`src/rtl/adder_accumulator.sv`:
```
// Block accumulator for an upstream adder: sums BLOCK_LEN {carry,sum} samples and hands the total downstream.
// Build option: define ADDER_ACC_SATURATE_EN to clamp on overflow instead of wrapping.
module adder_accumulator #(
   parameter int unsigned WIDTH     = 8,
   parameter int unsigned ACC_WIDTH = 16,
   parameter int unsigned BLOCK_LEN = 4
) (
   input  logic                 clk,
   input  logic                 rst_n,
   input  logic                 in_valid,
   output logic                 in_ready,
   input  logic [WIDTH-1:0]     sum_in,
   input  logic                 carry_in,
   input  logic                 clear,
   output logic                 out_valid,
   input  logic                 out_ready,
   output logic [ACC_WIDTH-1:0] acc_out,
   output logic                 ovf_out,
   output logic [7:0]           blk_cnt
);

   localparam int unsigned SAMPLE_W = WIDTH + 1;
   localparam int unsigned SUM_W    = ACC_WIDTH + 1;
   localparam int unsigned CNT_W    = 8;
   localparam logic [CNT_W-1:0]     LAST_IDX = CNT_W'(BLOCK_LEN - 1);
   localparam logic [ACC_WIDTH-1:0] ACC_MAX  = '1;

   typedef enum logic {
      ACCUM = 1'b0,
      HOLD  = 1'b1
   } state_t;

   state_t               state;
   logic [CNT_W-1:0]     smp_cnt;
   logic [SAMPLE_W-1:0]  sample;
   logic [SUM_W-1:0]     sum_wide;
   logic                 add_ovf;
   logic [ACC_WIDTH-1:0] acc_next;

   assign sample   = {carry_in, sum_in};
   assign in_ready = (state == ACCUM);

   // One extra bit catches the carry out of the accumulator.
   assign sum_wide = {1'b0, acc_out} + SUM_W'(sample);
   assign add_ovf  = sum_wide[ACC_WIDTH];

   always_comb begin
      acc_next = sum_wide[ACC_WIDTH-1:0];
`ifdef ADDER_ACC_SATURATE_EN
      if (add_ovf) acc_next = ACC_MAX;
`endif
   end

   always_ff @(posedge clk or negedge rst_n) begin
      if (!rst_n) begin
         state     <= ACCUM;
         acc_out   <= '0;
         ovf_out   <= 1'b0;
         out_valid <= 1'b0;
         blk_cnt   <= '0;
         smp_cnt   <= '0;
      end else begin
         case (state)
            ACCUM: begin
               if (clear) begin
                  acc_out <= '0;
                  ovf_out <= 1'b0;
                  smp_cnt <= '0;
               end else if (in_valid) begin
                  acc_out <= acc_next;
                  ovf_out <= ovf_out | add_ovf;
                  if (smp_cnt == LAST_IDX) begin
                     smp_cnt   <= '0;
                     state     <= HOLD;
                     out_valid <= 1'b1;
                  end else begin
                     smp_cnt <= smp_cnt + 8'd1;
                  end
               end
            end
            HOLD: begin
               // clear is deliberately ignored here so a finished block is never lost.
               if (out_ready) begin
                  state     <= ACCUM;
                  out_valid <= 1'b0;
                  acc_out   <= '0;
                  ovf_out   <= 1'b0;
                  smp_cnt   <= '0;
                  blk_cnt   <= blk_cnt + 8'd1;
               end
            end
         endcase
      end
   end

endmodule

```
`config.mk`:
```
export PLATFORM = sky130hd
export DESIGN_NAME = adder_accumulator
export DESIGN_NICKNAME = d
export VERILOG_FILES = /design/src/rtl/adder_accumulator.sv
export SDC_FILE = /design/constraint.sdc
export NUM_CORES = 1
export LEC_CHECK = 0
export BUFFER_PORTS_ARGS = -buffer_cell sky130_fd_sc_hd__buf_2
export CAP_MARGIN = 10
export CORE_ASPECT_RATIO = 1.5
export CORE_MARGIN = 1.5
export CORE_UTILIZATION = 47
export DETAILED_ROUTE_END_ITERATION = 12
export HOLD_SLACK_MARGIN = 0.05
export PLACE_DENSITY_LB_ADDON = 0.1
export SYNTH_ARGS = -nofsm -noshare
export SYNTH_HDL_FRONTEND = slang
export SYNTH_SLANG_ARGS = --single-unit
```
`constraint.sdc`:
```
create_clock -name clk -period 2.08 [get_ports clk]
set_clock_uncertainty 0.15 [all_clocks]
set_input_delay 0.416 -clock clk [delete_from_list [all_inputs] [get_ports clk]]
set_output_delay 0.416 -clock clk [all_outputs]
set_load 0.005 [all_outputs]
```
==> flow_metrics.tcl <==
set metrics [dict create \
    status "complete, but fails checks" \
    violations "setup timing" \
    synthArstFlopShare 1.000 \
    startpoint "acc_out[0]" \
    start_util 0.4837 \
    rsz0062_at_grt "true" \
    post-route-drc-count 0 \
    grt_pass1_vias 1833 \
    rows 29 \
    ctsRootBufferMaster "clkbuf_8" \
    multi_input_area_sq_um 1281 \
    register_area_sq_um 875.8 \
    muxShareOfSynthArea 0.009834 \
    total_leakage_power_uw 0.001281 \
    worst_path_max_delay_cell "dfrtp_1" \
    grt_max_degree 36 \
    fill_cells 365 \
    core_sq_um 4209 \
    die_height_um 83.61 \
    ys_seq_area_frac 0.4302 \
    slew_viol_final 0 \
    layout-drive-gt1-share 0.3737 \
    finalSetupViolCount 3 \
    synth_area_per_cell_sq_um 9.834 \
    path_clk_slew_ps 70 \
    holdCritPathClass "in2reg" \
    start_kind "flop" \
    fp.dieArea_sq_um 4743 \
    ys_top_cells_by_area "dfrtp_1 (43%), nand2_1 (7.4%), ha_1 (6.8%)" \
    finalHoldViolCount 0 \
    synth_adder_area_share 0.07744 \
    synthesis.nets 233 \
    drtIter0Drc 35 \
    yosys_warnings 0 \
    critPathCaptureType "flop" \
    setup_ws_ps -75.92 \
    synth-xor-area-share 0.08175 \
    wire_per_inst_um 14.48 \
    antenna_found_initial 0 \
    synth_compound_area_frac 0.1721 \
    synth-seq-cells 35 \
    clock_sinks 35 \
    htreeDepth 2 \
    grt-ovfl-total 0 \
    fin_util 0.6543 \
    num_vias 1753 \
    die_width_um 56.74 \
    wl_um 4734 \
    synth_top_family_by_area "simple AND/OR/NAND/NOR gates" \
    timing.fmax_mhz 463.8 \
    tightestPinTransition_ps 458.2 \
    min-delay-start "out_ready" \
    ir_worst_vdd_mv 0.4826 \
    io_pins 41 \
    yosys.area.top_type "dfrtp_1" \
    slew_headroom 0.6945 \
    r2r-start "acc_out[0]" \
    cp_max_fo 5 \
    path_cells "ha_4 > inv_2 > fa_2 > nor2b_4 > o31ai_4 > a211o_4 > and2_1 > o221a_2" \
    synth-edff-count 0 \
    power_density_nw_per_um2 703.5 \
    yosysTopAreaCellShare 0.4302 \
    track_usage 0.2187 \
    synth_cell_type_count 50 \
    cts_buffers 5 \
    total_power_uw 1937 \
    dp_slack_ps -273.5 \
    numPortBuffers 40 \
    setup-tns-final_ps -166.9 \
    synthSimpleGateAreaFrac 0.2090 \
    hold_slack_ps 237.7 \
    grt_pass1_wl_um 8211 \
    required_ps 2100 \
    num_antenna_cells 0 \
    syn_to_final_growth_pct 35.28 \
    gp_congestion 0.8211 \
    drtAntennaViolNets 0 \
    max_stage_delay_ps 390 \
    period_minus_slack_ps 2156 \
    cp.arrival_ps 2180 \
    dr.pass1.iters 4 \
    post-route-period-util 1.036 \
    clock_latency_ps 290 \
    cts_tree "yes" \
    maxCapViolations 0 \
    syn_area_sq_um 2036 \
    place_hpwl_um 3325 \
    clockBufferDepth 2 \
    ys.flop_type "dfrtp_1" \
    synthCells 207 \
    nets 306 \
    vias_per_cell 5.361 \
    path_class "reg2reg" \
]
## per-layer routing
| layer | wire length (um) | global-route usage | up-vias | share of wire |
|---|---|---|---|---|
| met5 | 0 | 0 | - | 0 |
| met4 | 59 | 0.07611 | 0 | 0.012 |
| met3 | 173 | 0.03721 | 5 | 0.037 |
| met2 | 2510 | 0.3901 | 38 | 0.53 |
| met1 | 1991 | 0.2595 | 831 | 0.42 |
| li1 | - | - | 879 | - |
## final cells by class
type / instances / area share
tap: 46 / 0.02090
timing repair buffer: 71 / 0.1595
sequential: 35 / 0.3180
inverter: 5 / 0.006815
clock inverter: 1 / 0.001817
multi-input combinational: 162 / 0.4652
clock buffer: 7 / 0.02771
## worst paths after layout
path                               end  slack (ps)  cells after the start
hold reg to reg             blk_cnt[7]         310                      1
min in group asynchronous   acc_out[3]         540                      3
setup / recovery           acc_out[10]         -80                      8
max in group asynchronous   smp_cnt[7]         900                      3
setup reg to reg           acc_out[10]         -80                      8
hold / removal                   state         240                      2
## Yosys cell counts, types with 2 or more instances
cell type   n
nand2_1    40
dfrtp_1    35
o21ai_0    12
xnor2_1    12
a21oi_1    11
ha_1       11
nor2_1     10
xor2_1      7
inv_1       5
nand3_1     5
and2_1      4
nand2b_1    3
nand4_1     3
a211o_1     2
a21oi_2     2
a31oi_1     2
buf_2       2
clkbuf_1    2
mux2i_1     2
nor3_1      2
o211ai_1    2
o211ai_2    2
o21a_1      2
o22ai_1     2
or4b_1      2
## report_power, final
part	total (uW)	internal, uW	switching, uW
Sequential	823	743	79.3
Combinational	639	341	298
Clock	476	235	241
Total	1940	1320	618
## repair_timing
action,4_1_cts,5_1_grt
pin swaps,7,10
hold endpoints to repair,35,0
buffers inserted,6,3
hold buffers,1,0
endpoints found under the setup margin,8,9
gates resized for setup,13,5
## flip-flops by register name (all words and copies together), names as in the netlist
name / count
state: 1
ovf_out: 1
acc_out: 16
smp_cnt: 8
blk_cnt: 8
out_valid: 1
## cells in the final DEF, fill, tap and decap left out, types with 5 or more instances in the layout
master,n
nand2_1,40
buf_2,40
dfrtp_1,35
buf_4,29
xnor2_1,12
o21ai_0,11
nor2_1,10
a21oi_1,8
xor2_1,7
ha_4,7
nand3_1,5
a21oi_2,5
clkbuf_8,5
## logic make-up after synthesis
group,after synthesis
and+or+nand+nor,81
muxes,2
DFF,35
AOI/OAI and AO/OA,48
xor gates and xnor gates,19
buffers and inverters,10
adders and majority gates,12
## metrics by stage
step	cell area (sq um)	std cells
CTS	2704	324
finish	2754	327
floorplan	2058	207
detailed placement	2467	311
global route	2754	327
global placement	2467	311
## critical path, delay by kind of cell (launching register included)
family,cells,cell delay [ps]
buffers and inverters,1,30
AOI/OAI and AO/OA,3,650
DFF,1,390
adders and majority gates,2,510
and+or+nand+nor,2,310
No activity file was read; power rests on OpenSTA's default activity.
